### src/rtl/itlb_ctrl.sv
// itlb_ctrl: boot loader, tlbwrite sequencer and miss/stall controller for the 4-entry FETCH ITLB.
// Defining ITLB_FLUSH_EN adds a flush input and a one-cycle FLUSH state that invalidates every entry.
module itlb_ctrl #(
   parameter int num_tlb_lines     = 4,
   parameter int tag_bits_per_addr = 10
) (
   input  logic                         clk,
   input  logic                         reset,
`ifdef ITLB_FLUSH_EN
   input  logic                         flush,
`endif
   input  logic                         lookup_req,
   input  logic [tag_bits_per_addr-1:0] lookup_vpn,
   input  logic                         tlb_hit,
   input  logic                         wr_req,
   input  logic [tag_bits_per_addr-1:0] wr_vpn,
   input  logic [tag_bits_per_addr-1:0] wr_ppn,
   output logic                         wr_ready,
   output logic [num_tlb_lines-1:0]     tlb_we,
   output logic [tag_bits_per_addr-1:0] tlb_vpn_d,
   output logic [tag_bits_per_addr-1:0] tlb_ppn_d,
   output logic [num_tlb_lines-1:0]     tlb_valid_we,
   output logic [num_tlb_lines-1:0]     tlb_valid_d,
   output logic                         fetch_stall,
   output logic                         miss_exc,
   output logic [tag_bits_per_addr-1:0] miss_vpn,
   input  logic                         exc_ack,
   output logic                         init_done
);

   localparam logic [2:0] BOOT0 = 3'd0;
   localparam logic [2:0] BOOT1 = 3'd1;
   localparam logic [2:0] IDLE  = 3'd2;
   localparam logic [2:0] WRITE = 3'd3;
   localparam logic [2:0] MISS  = 3'd4;
`ifdef ITLB_FLUSH_EN
   localparam logic [2:0] FLUSH = 3'd5;
`endif

   localparam logic [tag_bits_per_addr-1:0] BOOT0_VPN = tag_bits_per_addr'(8'h08);
   localparam logic [tag_bits_per_addr-1:0] BOOT0_PPN = tag_bits_per_addr'(8'h00);
   localparam logic [tag_bits_per_addr-1:0] BOOT1_VPN = tag_bits_per_addr'(8'h09);
   localparam logic [tag_bits_per_addr-1:0] BOOT1_PPN = tag_bits_per_addr'(8'h01);
   localparam logic [tag_bits_per_addr-1:0] ZERO_TAG  = {tag_bits_per_addr{1'b0}};

   logic [2:0]                   state_r;
   logic [2:0]                   state_nxt_s;
   logic                         ret_miss_r;
   logic [1:0]                   victim_r;
   logic [tag_bits_per_addr-1:0] wr_vpn_r;
   logic [tag_bits_per_addr-1:0] wr_ppn_r;
   logic [3:0]                   sh_valid_r;
   logic [tag_bits_per_addr-1:0] sh_vpn_r [4];
   logic [1:0]                   rr_r;
   logic [tag_bits_per_addr-1:0] miss_vpn_r;

   logic                         flush_s;
   logic                         wr_ready_s;
   logic                         accept_wr_s;
   logic                         capture_miss_s;
   logic [3:0]                   match_vec_s;
   logic [2:0]                   match_sel_s;
   logic [2:0]                   free_sel_s;
   logic [1:0]                   victim_s;
   logic                         rr_adv_s;
   logic [3:0]                   victim_oh_s;

   // Returns {found, index} of the lowest set bit.
   function automatic logic [2:0] first_set(input logic [3:0] v);
      casez (v)
         4'b???1: first_set = {1'b1, 2'd0};
         4'b??10: first_set = {1'b1, 2'd1};
         4'b?100: first_set = {1'b1, 2'd2};
         4'b1000: first_set = {1'b1, 2'd3};
         default: first_set = {1'b0, 2'd0};
      endcase
   endfunction

`ifdef ITLB_FLUSH_EN
   assign flush_s = flush;
`else
   assign flush_s = 1'b0;
`endif

   assign wr_ready_s     = (state_r == IDLE) || (state_r == MISS);
   assign accept_wr_s    = wr_ready_s && wr_req && !flush_s;
   assign capture_miss_s = (state_r == IDLE) && !flush_s && !wr_req && lookup_req && !tlb_hit;
   assign victim_oh_s    = 4'b0001 << victim_r;

   // Victim choice: overwrite an existing mapping, else lowest free entry, else round-robin.
   always_comb begin
      match_vec_s = 4'b0000;
      for (int i = 0; i < 4; i++) begin
         match_vec_s[i] = sh_valid_r[i] & (sh_vpn_r[i] == wr_vpn);
      end
      match_sel_s = first_set(match_vec_s);
      free_sel_s  = first_set(~sh_valid_r);
      rr_adv_s    = 1'b0;
      if (match_sel_s[2]) begin
         victim_s = match_sel_s[1:0];
      end else if (free_sel_s[2]) begin
         victim_s = free_sel_s[1:0];
      end else begin
         victim_s = rr_r;
         rr_adv_s = 1'b1;
      end
   end

   // Next-state selection; in IDLE and MISS flush beats write, and write beats miss/ack.
   always_comb begin
      state_nxt_s = state_r;
      case (state_r)
         BOOT0: state_nxt_s = BOOT1;
         BOOT1: state_nxt_s = IDLE;
         IDLE: begin
`ifdef ITLB_FLUSH_EN
            if (flush_s) state_nxt_s = FLUSH;
            else
`endif
            if (wr_req) state_nxt_s = WRITE;
            else if (lookup_req && !tlb_hit) state_nxt_s = MISS;
            else state_nxt_s = IDLE;
         end
         MISS: begin
`ifdef ITLB_FLUSH_EN
            if (flush_s) state_nxt_s = FLUSH;
            else
`endif
            if (wr_req) state_nxt_s = WRITE;
            else if (exc_ack) state_nxt_s = IDLE;
            else state_nxt_s = MISS;
         end
         WRITE: begin
            if (ret_miss_r) state_nxt_s = MISS;
            else state_nxt_s = IDLE;
         end
`ifdef ITLB_FLUSH_EN
         FLUSH: state_nxt_s = IDLE;
`endif
         default: state_nxt_s = BOOT0;
      endcase
   end

   // State, write latches, shadows, round-robin pointer and miss capture.
   always_ff @(posedge clk) begin
      if (reset) begin
         state_r    <= BOOT0;
         ret_miss_r <= 1'b0;
         victim_r   <= 2'd0;
         wr_vpn_r   <= ZERO_TAG;
         wr_ppn_r   <= ZERO_TAG;
         sh_valid_r <= 4'b0000;
         for (int i = 0; i < 4; i++) sh_vpn_r[i] <= ZERO_TAG;
         rr_r       <= 2'd0;
         miss_vpn_r <= ZERO_TAG;
      end else begin
         state_r <= state_nxt_s;
         case (state_r)
            BOOT0: begin
               sh_valid_r  <= 4'b0001;
               sh_vpn_r[0] <= BOOT0_VPN;
            end
            BOOT1: begin
               sh_valid_r[1] <= 1'b1;
               sh_vpn_r[1]   <= BOOT1_VPN;
               rr_r          <= 2'd2;
            end
            IDLE, MISS: begin
               if (accept_wr_s) begin
                  wr_vpn_r   <= wr_vpn;
                  wr_ppn_r   <= wr_ppn;
                  victim_r   <= victim_s;
                  ret_miss_r <= (state_r == MISS);
                  if (rr_adv_s) rr_r <= rr_r + 2'd1;
               end
               if (capture_miss_s) miss_vpn_r <= lookup_vpn;
            end
            WRITE: begin
               sh_valid_r[victim_r] <= 1'b1;
               sh_vpn_r[victim_r]   <= wr_vpn_r;
            end
`ifdef ITLB_FLUSH_EN
            FLUSH: begin
               sh_valid_r <= 4'b0000;
               rr_r       <= 2'd0;
            end
`endif
            default: ret_miss_r <= 1'b0;
         endcase
      end
   end

   // Output decode from the registered state; reset forces the safe idle values.
   always_comb begin
      tlb_we       = 4'b0000;
      tlb_vpn_d    = ZERO_TAG;
      tlb_ppn_d    = ZERO_TAG;
      tlb_valid_we = 4'b0000;
      tlb_valid_d  = 4'b0000;
      fetch_stall  = 1'b1;
      wr_ready     = 1'b0;
      miss_exc     = 1'b0;
      if (reset) begin
         fetch_stall = 1'b1;
      end else begin
         case (state_r)
            BOOT0: begin
               tlb_we       = 4'b0001;
               tlb_vpn_d    = BOOT0_VPN;
               tlb_ppn_d    = BOOT0_PPN;
               tlb_valid_we = 4'b1111;
               tlb_valid_d  = 4'b0001;
            end
            BOOT1: begin
               tlb_we       = 4'b0010;
               tlb_vpn_d    = BOOT1_VPN;
               tlb_ppn_d    = BOOT1_PPN;
               tlb_valid_we = 4'b0010;
               tlb_valid_d  = 4'b0010;
            end
            IDLE: begin
               wr_ready    = 1'b1;
               fetch_stall = 1'b0;
            end
            WRITE: begin
               tlb_we       = victim_oh_s;
               tlb_vpn_d    = wr_vpn_r;
               tlb_ppn_d    = wr_ppn_r;
               tlb_valid_we = victim_oh_s;
               tlb_valid_d  = victim_oh_s;
            end
            MISS: begin
               miss_exc = 1'b1;
               wr_ready = 1'b1;
            end
`ifdef ITLB_FLUSH_EN
            FLUSH: tlb_valid_we = 4'b1111;
`endif
            default: fetch_stall = 1'b1;
         endcase
      end
   end

   assign miss_vpn  = reset ? ZERO_TAG : miss_vpn_r;
   assign init_done = !reset && (state_r != BOOT0) && (state_r != BOOT1);

endmodule

### config.mk
export PLATFORM = sky130hd
export DESIGN_NAME = itlb_ctrl
export DESIGN_NICKNAME = d
export VERILOG_FILES = /design/src/rtl/itlb_ctrl.sv
export SDC_FILE = /design/constraint.sdc
export NUM_CORES = 1
export LEC_CHECK = 0
export CORE_ASPECT_RATIO = 1.25
export CORE_MARGIN = 8
export CORE_UTILIZATION = 56
export CTS_CLUSTER_SIZE = 24
export DETAILED_ROUTE_END_ITERATION = 16
export GPL_ROUTABILITY_DRIVEN = 0
export PLACE_DENSITY_LB_ADDON = 0.3
export SYNTH_ARGS = -nofsm -noshare
export SYNTH_HDL_FRONTEND = slang
export SYNTH_SLANG_ARGS = --single-unit
### constraint.sdc
create_clock -name clk -period 6 [get_ports clk]
set_input_delay 0.6 -clock clk [delete_from_list [all_inputs] [get_ports clk]]
set_output_delay 0.6 -clock clk [all_outputs]
set_load 0.02 [all_outputs]
==> key figures <==
Worst setup path
  • R2r startpoint: state_r[1]$_SDFF_PP0_
  • Critical Path End Type: output port
  • Most used cell, CP: nand2_1
  • Worst Path Buf+Inv: 1
  • Crit path kind: reg2out
  • Cell family with most CP delay: simple AND/OR/NAND/NOR gates
  • CP startpoint: state_r[1]$_SDFF_PP0_
  • Critical Path Max Stage Delay: 900 ps
  • Worst EP required: 5400 ps
  • Reg2Reg Setup Slack: 3250 ps
  • Startpoint Class: flip-flop
  • Worst path cell trace: nand2_1 > nor2_1 > nand2_1 > nor3_1 > nand2b_1 > clkdlybuf4s50_1
  • Slowest CP cell: dfxtp_1
  • Critical path arrival: 3300 ps
  • Critical Path Fanout Max: 29

Layout
  • Area grow syn2layout: 23.2%
  • Nets: 538
  • Final std cells w/o fill: 599
  • Ant diodes: 0
  • Fraction of layout cells with a size suffix above 1: 4.73%

Logic synthesis
  • Synthesized area: 4100 um2
  • Yosys warns: 0
  • Most common cell in the netlist: nand2_1
  • #FFs+latches synth: 82
  • Avg Synthesized Cell Area: 9.18 um2
  • Synth top area cells: edfxtp_1 29%, dfxtp_1 21%, xnor2_1 8.8%
  • Async S/R FF share, synth: 0%
  • Yosys cell types: 41
  • Sequential element share of the synthesized area: 49.9%
  • Synth cell count leaders: 66 x nand2_1, 46 x nor2_1, 42 x dfxtp_1, 41 x xnor2_1, 40 x edfxtp_1
  • Post-synth EDFFs: 40
  • Cell taking the most area after synthesis: edfxtp_1
  • Top_reg_cell synth: dfxtp_1
  • Post-Synthesis Cells: 446
  • Post-synth top area share: 29.3%
  • Syn_nets: 482

Worst hold path
  • Worst Hold Launch: wr_ppn_r[2]$_SDFFE_PP0P_
  • Min-Delay Path Class: reg2reg

Clocking
  • CTS max path bufs: 2
  • Post-cts sizing count: 0
  • Clock transition at path regs: 80 ps
  • CTS Buf Count: 9
  • Number of H-tree levels: 3
  • CTS Hold Bufs: 0
  • Clock latency on the worst-skew pair: 350 ps
  • Root Buffer: clkbuf_8
  • CTS tree: done
  • Clk sinks: 82
  • Post-CTS Setup Bufs: 0

Global routing
  • First-pass GRT wire length: 16700 um
  • Initial antenna violation count: 0
  • Total GRT Usage: 20.4%
  • Largest net degree at the start of global routing: 63
  • Vias in the first global route: 3410
  • Grt ovf: 0

Timing
  • Final setup viols: 0
  • RSZ-0062 raised after global routing: no
  • Final hold vios: 0
  • Max Fclk: 0.257 GHz
  • Crit path time final: 3900 ps
  • Slew HR: 29.1%
  • Setup TNS: 0 ps
  • Setup Skew: 4.64 ps
  • Fin crit share: 64.9%
  • Worst-margin pin slew: 1060 ps
  • Fin. max-slew vios: 0
  • Setup ws final: 2100 ps

Routing
  • Drt total wl: 10300 um
  • Drt pass-1 iters: 5
  • DRT met1 WL: 4010 um
  • Drt wl/cell: 17.2 um
  • Remaining antenna violation count after routing: 0
  • 1st-iter DRT viols: 206
  • DR DRC count: 0
  • Vias: 3317
  • Met2 WL: 5100 um
  • Post-DR vias/cell: 5.54
  • Met3 WL post-DR: 744 um
  • Top Layer Used: met4

Floorplan
  • # rows: 35
  • Die Y: 112 um
  • IO Count: 82
  • Die W: 92.5 um
  • Starting density of the core: 56.7%
  • Total die area: 10300 um2
  • CORE AREA: 7230 um2

Run status
  • Status: complete, no violations

Job
  • Max-cap viol count: 0

Power and ir drop
  • Pwr/cell area: 261 nW/um2
  • Leakage: 0.00186 uW
  • Max VDD drop: 0.161 mV
  • Pwr Total: 1320 uW

Place
  • Buffers on Ports: 81
  • Place WS: 2540 ps
  • Detailed placer's ending HPWL: 7420 um
  • Dpl cells: 583
[tightest hold or removal path, cell delays in order, from the launching register on]
cell	delay, ps
dfxtp_1	310
nand2_1	50
a21oi_1	50
[final timing paths]
path / depth (start not counted) / to
worst max-delay path: 6 / tlb_valid_we[2]
worst min-delay path: 2 / wr_ppn_r[2]$_SDFFE_PP0P_
worst max register to register: 5 / rr_r[1]$_SDFFE_PP0P_
worst min register to register: 2 / wr_ppn_r[2]$_SDFFE_PP0P_
[metrics by stage]
step                      cell area [um2]  utilization (%)  hold slack [ps]
after CTS                            5050             69.8              454
final                                5050             69.8              455
after global placement               4800             66.5              439
after detailed placement             4800             66.5              445
after floorplan                      4100                -              432
after global routing                 5050             69.8              479
[final cells by class]
class / count / area (um2)
inverters: 15 / 56.3
repair buffers: 86 / 843
clock buffers: 12 / 145
clock inverters: 4 / 98.8
well taps: 92 / 115
flip-flops and latches: 82 / 2040
fillers: 590 / 2180
multi-input cells: 308 / 1750
[power breakdown]
| part | switching, uW | total (uW) | leakage (uW) | internal [uW] |
|---|---|---|---|---|
| clock | 200 | 489 | 0.000121 | 289 |
| sequential | 26.8 | 645 | 0.000766 | 618 |
| combinational | 99.5 | 183 | 0.000973 | 83.4 |
[flip-flops by register name (all words and copies together), names as in the netlist]
register,flops
sh_vpn_r,40
miss_vpn_r,10
wr_ppn_r,10
wr_vpn_r,10
sh_valid_r,4
state_r,3
rr_r,2
victim_r,2
ret_miss_r,1
[cell families after synthesis]
logic type             share of synthesized area [%]
AND/OR/NAND/NOR                                 23.1
XOR/XNOR                                        8.77
buffers and inverters                           7.52
AO/OA/AOI/OAI                                   8.28
flip-flops                                      49.9
multiplexers                                    2.44
[cells in the final DEF, fill, tap and decap left out, drive strengths merged, types with 2 or more instances in the layout]
cell type	synthesis	final
clkdlybuf4s50	0	80
nand2	66	66
nor2	46	46
dfxtp	42	42
xnor2	41	41
edfxtp	40	40
a21oi	32	32
and2	19	19
nor3	17	17
inv	15	15
nor2b	13	13
clkbuf	18	12
o21ai	11	11
mux2i	10	10
and3	9	9
nand4	8	8
nand3	6	6
buf	23	6
a31oi	5	5
nand2b	4	4
nor4	3	3
bufinv	0	3
a21boi	2	2
nand3b	2	2
[layer usage]
metal | vias up | track usage [%]
met4 | 0 | 12.6
met2 | 144 | 34.2
met1 | 1538 | 22.0
met5 | - | 0
met3 | 37 | 5.99
li1 | 1598 | -
No activity file was read; power rests on OpenSTA's default activity.
